**src/rtl/alu_pkg.sv**
```systemverilog
// Shared ALU definitions: opcode encoding, FSM state encoding and datapath defaults.
// Consumed by alu_exec_unit, alu_serial_shifter and the opcode producer.
package alu_pkg;

  localparam int unsigned XLEN_DEF  = 32;
  localparam int unsigned OPCODE_W  = 3;
  localparam int unsigned SHAMT_W   = 5;
  localparam int unsigned STATE_W   = 2;

  localparam logic [OPCODE_W-1:0] OP_SLT = 3'b000;
  localparam logic [OPCODE_W-1:0] OP_ADD = 3'b001;
  localparam logic [OPCODE_W-1:0] OP_SUB = 3'b010;
  localparam logic [OPCODE_W-1:0] OP_AND = 3'b011;
  localparam logic [OPCODE_W-1:0] OP_OR  = 3'b100;
  localparam logic [OPCODE_W-1:0] OP_SLL = 3'b101;
  localparam logic [OPCODE_W-1:0] OP_SRL = 3'b110;
  localparam logic [OPCODE_W-1:0] OP_XOR = 3'b111;

  localparam logic [STATE_W-1:0] ST_IDLE  = 2'd0;
  localparam logic [STATE_W-1:0] ST_SHIFT = 2'd1;
  localparam logic [STATE_W-1:0] ST_DONE  = 2'd2;

endpackage

```
**src/rtl/alu_serial_shifter.sv**
```systemverilog
// Serial 1-bit-per-cycle logical shifter: loads operand and count on start,
// then shifts once per cycle until the count is exhausted.
module alu_serial_shifter
  import alu_pkg::*;
#(
  parameter int unsigned XLEN = XLEN_DEF
) (
  input  logic               clk,
  input  logic               rst_n,
  input  logic               start,
  input  logic [SHAMT_W-1:0] shamt,
  input  logic               dir,
  input  logic [XLEN-1:0]    operand,
  output logic               done,
  output logic [XLEN-1:0]    value
);

  logic [XLEN-1:0]    acc_q;
  logic [SHAMT_W-1:0] cnt_q;
  logic               dir_q;

  // value is the accumulator after this cycle's shift; done flags the final step
  assign value = dir_q ? (acc_q >> 1) : (acc_q << 1);
  assign done  = (cnt_q == SHAMT_W'(1));

  always_ff @(posedge clk or negedge rst_n) begin
    if (!rst_n) begin
      acc_q <= '0;
      cnt_q <= '0;
      dir_q <= 1'b0;
    end else if (start) begin
      acc_q <= operand;
      cnt_q <= shamt;
      dir_q <= dir;
    end else if (cnt_q != '0) begin
      acc_q <= value;
      cnt_q <= cnt_q - SHAMT_W'(1);
    end
  end

endmodule

```
**src/rtl/alu_exec_unit.sv**
```systemverilog
// ALU execution unit with valid/ready handshake; shifts run serially unless
// ALU_FAST_SHIFT_EN is defined, which selects a single-cycle barrel shifter.
module alu_exec_unit
  import alu_pkg::*;
#(
  parameter int unsigned XLEN = XLEN_DEF
) (
  input  logic                clk,
  input  logic                rst_n,
  input  logic                in_valid,
  output logic                in_ready,
  input  logic [OPCODE_W-1:0] ALU_opcode,
  input  logic [XLEN-1:0]     operand_a,
  input  logic [XLEN-1:0]     operand_b,
  output logic                out_valid,
  input  logic                out_ready,
  output logic [XLEN-1:0]     result,
  output logic                zero
);

  logic [STATE_W-1:0] state_q, state_d;
  logic [XLEN-1:0]    result_q, result_d;
  logic [XLEN-1:0]    alu_c;
  logic [SHAMT_W-1:0] shamt;
  logic               serial_c;
  logic               start_c;
  logic               shift_done;
  logic [XLEN-1:0]    shift_value;

  assign shamt = operand_b[SHAMT_W-1:0];

`ifdef ALU_FAST_SHIFT_EN
  assign serial_c    = 1'b0;
  assign shift_done  = 1'b0;
  assign shift_value = '0;
`else
  logic is_shift;
  assign is_shift = (ALU_opcode == OP_SLL) || (ALU_opcode == OP_SRL);
  assign serial_c = is_shift && (shamt != '0);

  alu_serial_shifter #(.XLEN(XLEN)) u_shifter (
    .clk     (clk),
    .rst_n   (rst_n),
    .start   (start_c),
    .shamt   (shamt),
    .dir     (ALU_opcode == OP_SRL),
    .operand (operand_a),
    .done    (shift_done),
    .value   (shift_value)
  );
`endif

  // Single-cycle operations; serial shifts only reach here with shamt == 0
  always_comb begin
    alu_c = '0;
    case (ALU_opcode)
      OP_SLT: alu_c = XLEN'($signed(operand_a) < $signed(operand_b));
      OP_ADD: alu_c = operand_a + operand_b;
      OP_SUB: alu_c = operand_a - operand_b;
      OP_AND: alu_c = operand_a & operand_b;
      OP_OR:  alu_c = operand_a | operand_b;
`ifdef ALU_FAST_SHIFT_EN
      OP_SLL: alu_c = operand_a << shamt;
      OP_SRL: alu_c = operand_a >> shamt;
`else
      OP_SLL: alu_c = operand_a;
      OP_SRL: alu_c = operand_a;
`endif
      OP_XOR: alu_c = operand_a ^ operand_b;
      default: alu_c = '0;
    endcase
  end

  // Next-state and result update
  always_comb begin
    state_d  = state_q;
    result_d = result_q;
    start_c  = 1'b0;
    case (state_q)
      ST_IDLE: begin
        if (in_valid) begin
          if (serial_c) begin
            start_c = 1'b1;
            state_d = ST_SHIFT;
          end else begin
            result_d = alu_c;
            state_d  = ST_DONE;
          end
        end
      end
      ST_SHIFT: begin
        if (shift_done) begin
          result_d = shift_value;
          state_d  = ST_DONE;
        end
      end
      ST_DONE: begin
        if (out_ready) state_d = ST_IDLE;
      end
      default: state_d = ST_IDLE;
    endcase
  end

  always_ff @(posedge clk or negedge rst_n) begin
    if (!rst_n) begin
      state_q  <= ST_IDLE;
      result_q <= '0;
    end else begin
      state_q  <= state_d;
      result_q <= result_d;
    end
  end

  assign in_ready  = (state_q == ST_IDLE);
  assign out_valid = (state_q == ST_DONE);
  assign result    = result_q;
  assign zero      = (result_q == '0);

endmodule
```
**config.mk**
```make
export PLATFORM = sky130hd
export DESIGN_NAME = alu_exec_unit
export DESIGN_NICKNAME = d
export VERILOG_FILES = /design/src/rtl/alu_pkg.sv /design/src/rtl/alu_serial_shifter.sv /design/src/rtl/alu_exec_unit.sv
export SDC_FILE = /design/constraint.sdc
export NUM_CORES = 1
export LEC_CHECK = 0
export ABC_AREA = 1
export BUFFER_PORTS_ARGS = -buffer_cell sky130_fd_sc_hd__buf_2
export CORE_MARGIN = 1
export CORE_UTILIZATION = 56
export DETAILED_ROUTE_END_ITERATION = 10
export PLACE_DENSITY = 0.79
export SKIP_LAST_GASP = 1
export SLEW_MARGIN = 20
export SYNTH_ARGS = -nofsm -noshare
export SYNTH_HDL_FRONTEND = slang
export SYNTH_SLANG_ARGS = --single-unit
```
**constraint.sdc**
```tcl
create_clock -name clk -period 1.65 [get_ports clk]
set_input_delay 0.165 -clock clk [delete_from_list [all_inputs] [get_ports clk]]
set_output_delay 0.165 -clock clk [all_outputs]
set_load 0.005 [all_outputs]
```
==> qor.csv, run 1 <==
stage,metric,value,unit
synthesis,synth.yosys.warnings,0,
synthesis,most_frequent_cell_after_synthesis,sky130_fd_sc_hd__nand2_1,
floorplanning,start_util,0.577,
synthesis,synth-edff-count,0,
synthesis,post_synth_and_or_nand_nor_area_fraction,0.345,
synthesis,postSynth.topFlopCell,sky130_fd_sc_hd__dfrtp_1,
synthesis,synthCells,1798,
synthesis,post_synth_instance_area,10500,sq um
clock_tree,cts-htree-levels,3,
outcome,toolErrorMsg,[ERROR GRT-0116] Global routing finished with congestion. Check the congestion regions in the DRC Viewer.,
synthesis,synth.yosys.seq_area_share,0.172,
synthesis,ys_ff_latch,72,
floorplanning,chipWidth,139,microns
clock_tree,cts_inserted_buffers,9,
clock_tree,cts-root-to-sink-buffers,2,
floorplanning,chipHeight,139,microns
synthesis,synth_compound_gate_area_share,0.171,
outcome,run_status,did not finish,
synthesis,yosysUniqueCellTypes,44,
synthesis,ys_top_cells_by_count,"521 x sky130_fd_sc_hd__nand2_1, 381 x sky130_fd_sc_hd__inv_1, 168 x sky130_fd_sc_hd__nand3_1",
synthesis,synth_top_cells_by_area,"sky130_fd_sc_hd__nand2_1 19%, sky130_fd_sc_hd__dfrtp_1 17%, sky130_fd_sc_hd__inv_1 14%, sky130_fd_sc_hd__ha_1 13%, sky130_fd_sc_hd__nand3_1 8.0%",
floorplanning,floorplan.rows,49,
floorplanning,ios,106,
synthesis,async_reset_ff_frac,1.00,
synthesis,combinational_family_with_the_most_area_after_synthesis,simple AND/OR/NAND/NOR gates,
global_route,first_global_vias,16700,
synthesis,mappedNetlistNets,1979,
global_route,grt_pass1_wl,102,mm
placement,gp_congestion,1.07,
synthesis,syn_avg_cell_area,5.83,sq um
placement,place.port_buffers,105,
synthesis,synth_mux_area_frac,0,
synthesis,yosys.area_share.xor_xnor,0.00752,
placement,dp_worst_setup_slack,-0.683,ns
placement,hpwlAfterDp,35.4,mm
clock_tree,root_buffer_cell,sky130_fd_sc_hd__clkbuf_16,
global_route,grt_overflow,112,
synthesis,synth_top_area_share,0.187,
global_route,total_routing_usage_reported_by_global_routing,0.698,
global_route,grt_start_max_net_pins,64,
outcome,last_stage_reached,5_1_grt,
clock_tree,cts_sinks,72,
synthesis,synth_adder_area_share,0.133,
synthesis,synth_top_area_cell,sky130_fd_sc_hd__nand2_1,
-- metrics by stage --
step | utilization | cell area (sq um) | std cells | hold slack (ns)
4_1_cts | 0.869 | 15800 | 2461 | 0.187
3_3_place_gp | 0.763 | 13800 | 2408 | 0.134
3_5_place_dp | 0.763 | 13800 | 2408 | 0.150
2_1_floorplan | - | 10600 | 1798 | -0.131
-- cells by family after synthesis --
family	Yosys count
AO/OA/AOI/OAI	283
XOR/XNOR	9
adder cells (fa/ha/maj)	110
buffers and inverters	459
flip-flops	72
AND/OR/NAND/NOR	865
-- metal layers --
metal | overflow | track usage
met5 | 0 | 0.130
met4 | 53 | 0.658
met3 | 0 | 0.500
met2 | 58 | 0.931
met1 | 1 | 0.697
-- repair_timing --
action,CTS
pin swaps,40
setup buffers,24
resized for setup,271
gates cloned,11
endpoints found under the setup margin,64
hold endpoints to repair,18
hold buffers,2
==> run 2: changes to the inputs <==
--- a/config.mk
+++ b/config.mk
@@ -8,9 +8,9 @@
 export ABC_AREA = 1
 export BUFFER_PORTS_ARGS = -buffer_cell sky130_fd_sc_hd__buf_2
 export CORE_MARGIN = 1
-export CORE_UTILIZATION = 56
+export CORE_UTILIZATION = 40
 export DETAILED_ROUTE_END_ITERATION = 10
-export PLACE_DENSITY = 0.79
+export PLACE_DENSITY_LB_ADDON = 0.15
 export SKIP_LAST_GASP = 1
 export SLEW_MARGIN = 20
 export SYNTH_ARGS = -nofsm -noshare
==> constraint.sdc (replaced) <==
create_clock -name clk -period 2.1 [get_ports clk]
set_input_delay 0.21 -clock clk [delete_from_list [all_inputs] [get_ports clk]]
set_output_delay 0.21 -clock clk [all_outputs]
set_load 0.005 [all_outputs]
==> qor.csv, run 2 <==
stage,metric,value,unit
hold_path,timing.hold.worst.start,out_ready,
clock_tree,cts-root-to-sink-buffers,2,
floorplanning,core_area,25500,sq um
synthesis,synth.yosys.warnings,0,
synthesis,ys_ff_latch,72,
hold_path,hold-path-endpoint,state_q[1],
outcome,run_status,finished clean,
global_route,first_global_vias,12200,
setup_path,crit_path_cell_trace,buf_2 > inv_1 > ha_1 > buf_4 > nand2_1 > inv_1 > nand2_1 > nand2_1 > nand2_1 > nand3b_1 > or2_2 > nand3_1 > nand3_2 > nand2_1 > a2bb2oi_1,
synthesis,synth_top_area_share,0.187,
finish,final_design_area_no_fill,14100,sq um
drt,num_vias,12900,
setup_path,crit_type,in -> reg,
placement,gp_congestion,0.973,
setup_path,critical_path_peak_fanout,7,
synthesis,synthCells,1798,
setup_path,worst_path_most_repeated_cell,sky130_fd_sc_hd__nand2_1,
finish,finalCoreUtilization,0.554,
floorplanning,chipWidth,164,microns
clock_tree,worstSkewPairLatency,0.34,ns
drt,antenna_violating_nets_post_route,0,
drt,detail_route.vias_per_cell,5.18,
setup_path,critPathCaptureType,flop,
setup_path,crit_required,2.32,ns
job,cap_viol_max_count,0,
synthesis,post_synth_instance_area,10500,sq um
synthesis,yosysUniqueCellTypes,44,
synthesis,mappedNetlistNets,1979,
synthesis,ys_top_cells_by_count,"521 x sky130_fd_sc_hd__nand2_1, 381 x sky130_fd_sc_hd__inv_1, 168 x sky130_fd_sc_hd__nand3_1",
clock_tree,cts_inserted_buffers,9,
finish,ff_latch_area,1800,sq um
global_route,total_routing_usage_reported_by_global_routing,0.326,
synthesis,most_frequent_cell_after_synthesis,sky130_fd_sc_hd__nand2_1,
drt,wl_per_cell,17.4,microns
sta,hold_viol_final,0,
sta,clock_skew,0.00938,ns
finish,share_of_layout_cells_above_drive_strength_1,0.236,
global_route,grt_start_max_net_pins,77,
setup_path,critical_path_startpoint_category,input pin,
global_route,grt_antenna_before_repair,0,
clock_tree,clk_pin_slew,0.06,ns
clock_tree,cts_tree,built,
sta,holdWs,0.0475,ns
setup_path,slowest_stage_delay_cp,0.38,ns
synthesis,postSynth.topFlopCell,sky130_fd_sc_hd__dfrtp_1,
floorplanning,ios,106,
setup_path,r2r_cells,10,
floorplanning,chipHeight,164,microns
drt,drc,0,
sta,worst_max_slew_pin_slew,0.565,ns
placement,placedInstanceArea,13500,sq um
clock_tree,post_cts_buffers,0,
sta,grt_setup_unrepaired,yes,
finish,most-common-layout-cells,"508 x sky130_fd_sc_hd__nand2_1, 381 x sky130_fd_sc_hd__inv_1, 304 x sky130_fd_sc_hd__buf_4",
synthesis,async_reset_ff_frac,1.00,
global_route,grt_pass1_wl,66.4,mm
sta,max-slew-margin-rel,0.624,
clock_tree,cts_sinks,72,
sta,finalWorstPathRequiredPeriod,2.01,ns
placement,place.port_buffers,105,
finish,area_of_the_multi_input_gates,7160,sq um
setup_path,critPathBufInv,4,
sta,layout_worst_path_cycle_share,0.956,
synthesis,synth_top_area_cell,sky130_fd_sc_hd__nand2_1,
drt,postRouteWirelength,43.3,mm
clock_tree,root_buffer_cell,sky130_fd_sc_hd__clkbuf_16,
setup_path,crit_slowest_cell,sky130_fd_sc_hd__or2_2,
setup_path,crit_reg_reg_startpoint,u_shifter.cnt_q[1],
finish,final_common_cell,sky130_fd_sc_hd__nand2_1,
synthesis,syn_avg_cell_area,5.83,sq um
sta,fmax,0.498,GHz
global_route,grt_overflow,0,
setup_path,reg2reg_to,result[30],
floorplanning,start_util,0.411,
clock_tree,cts-htree-levels,3,
power,cellPowerDensity,751,nW/um^2
floorplanning,area_of_the_die,26800,sq um
setup_path,timing.critical_path.arrival,2.23,ns
finish,n_fill_cell,2681,
finish,layout.nets,2333,
power,p_leak,8.15,nW
drt,detail_route.iter0.violations,983,
setup_path,critical_path.top_delay_family,simple AND/OR/NAND/NOR gates,
drt,dr.pass1.iters,9,
setup_path,setup.reg_to_reg.worst_slack,0.15,ns
hold_path,timing.hold.worst_path_depth,2,
power,vdd.ir_drop.worst,1.15,mV
synthesis,synth-edff-count,0,
sta,timing.final.setup_violations,0,
hold_path,min-delay-path-class,in -> reg,
synthesis,synth.yosys.seq_area_share,0.172,
floorplanning,floorplan.rows,58,
synthesis,synth_top_cells_by_area,"sky130_fd_sc_hd__nand2_1 19%, sky130_fd_sc_hd__dfrtp_1 17%, sky130_fd_sc_hd__inv_1 14%, sky130_fd_sc_hd__ha_1 13%, sky130_fd_sc_hd__nand3_1 8.0%",
finish,n_diodes,0,
sta,final-max-slew-violation-count,0,
placement,hpwlAfterDp,35.6,mm
finish,areaGrowthSynthToFinish,34.8,%
## run 2: worst max-delay path by stage
stage / depth (start not counted) / slack [ns] / end / start
final: 15 / 0.09 / result[9] / operand_b[3]
after global routing: 17 / -0.04 / result[0] / operand_a[0]
after CTS: 15 / 0.01 / result[0] / operand_a[8]
after detailed placement: 15 / -0.33 / result[0] / operand_a[8]
after global placement: 14 / -0.31 / result[31] / operand_a[16]
after floorplan: 16 / 0.22 / result[0] / operand_a[0]
## run 2: metal layers
metal / GRT usage / part of all wire / vias to the layer above
met5: 0 / 0 / -
met4: 0.223 / 0.074 / 0
met3: 0.0301 / 0.048 / 104
met2: 0.542 / 0.46 / 415
met1: 0.398 / 0.42 / 5931
li1: - / - / 6425
## run 2: through the flow
step,setup WS (ns),power [mW],std cells,TNS [ns]
6_report,0.0926,10.6,2487,0
3_5_place_dp,-0.334,8.65,2470,-5.95
2_1_floorplan,0.223,6.26,1798,0
3_3_place_gp,-0.309,8.59,2470,-5.53
4_1_cts,0.0105,10.5,2487,0
5_1_grt,-0.0367,11.5,2487,-0.0787
## run 2: cell families (layout without fill, tap and decap cells)
logic type / count (synthesis) / count (layout) / share of synthesized area
AOI/OAI and AO/OA: 283 / 283 / 0.171
xor gates and xnor gates: 9 / 9 / 0.00752
adders and majority gates: 110 / 110 / 0.133
buffers and inverters: 459 / 818 / 0.171
DFF: 72 / 72 / 0.172
and+or+nand+nor: 865 / 865 / 0.345
## run 2: final cells by class
class                           instances  area share
Clock inverter                          3     0.00638
Timing Repair Buffer                  417       0.211
Multi-Input combinational cell       1267       0.507
Tap cell                              330      0.0292
Inverter                              385       0.102
Sequential cell                        72       0.128
Clock buffer                           13      0.0170
## run 2: power by group
part	switching (mW)	internal [mW]	total, mW	leakage [nW]
Sequential	0.417	2.09	2.51	0.861
Clock	0.593	1.16	1.76	0.158
Combinational	3.69	2.64	6.34	7.13
Total	4.70	5.90	10.6	8.15
## run 2: timing repair
action	in CTS	in global routing
hold endpoints to repair	38	0
setup endpoints to repair	1	22
resized for setup	1	68
hold buffers	1	0
pin swaps	0	5
(Power assumes the default switching activity.)
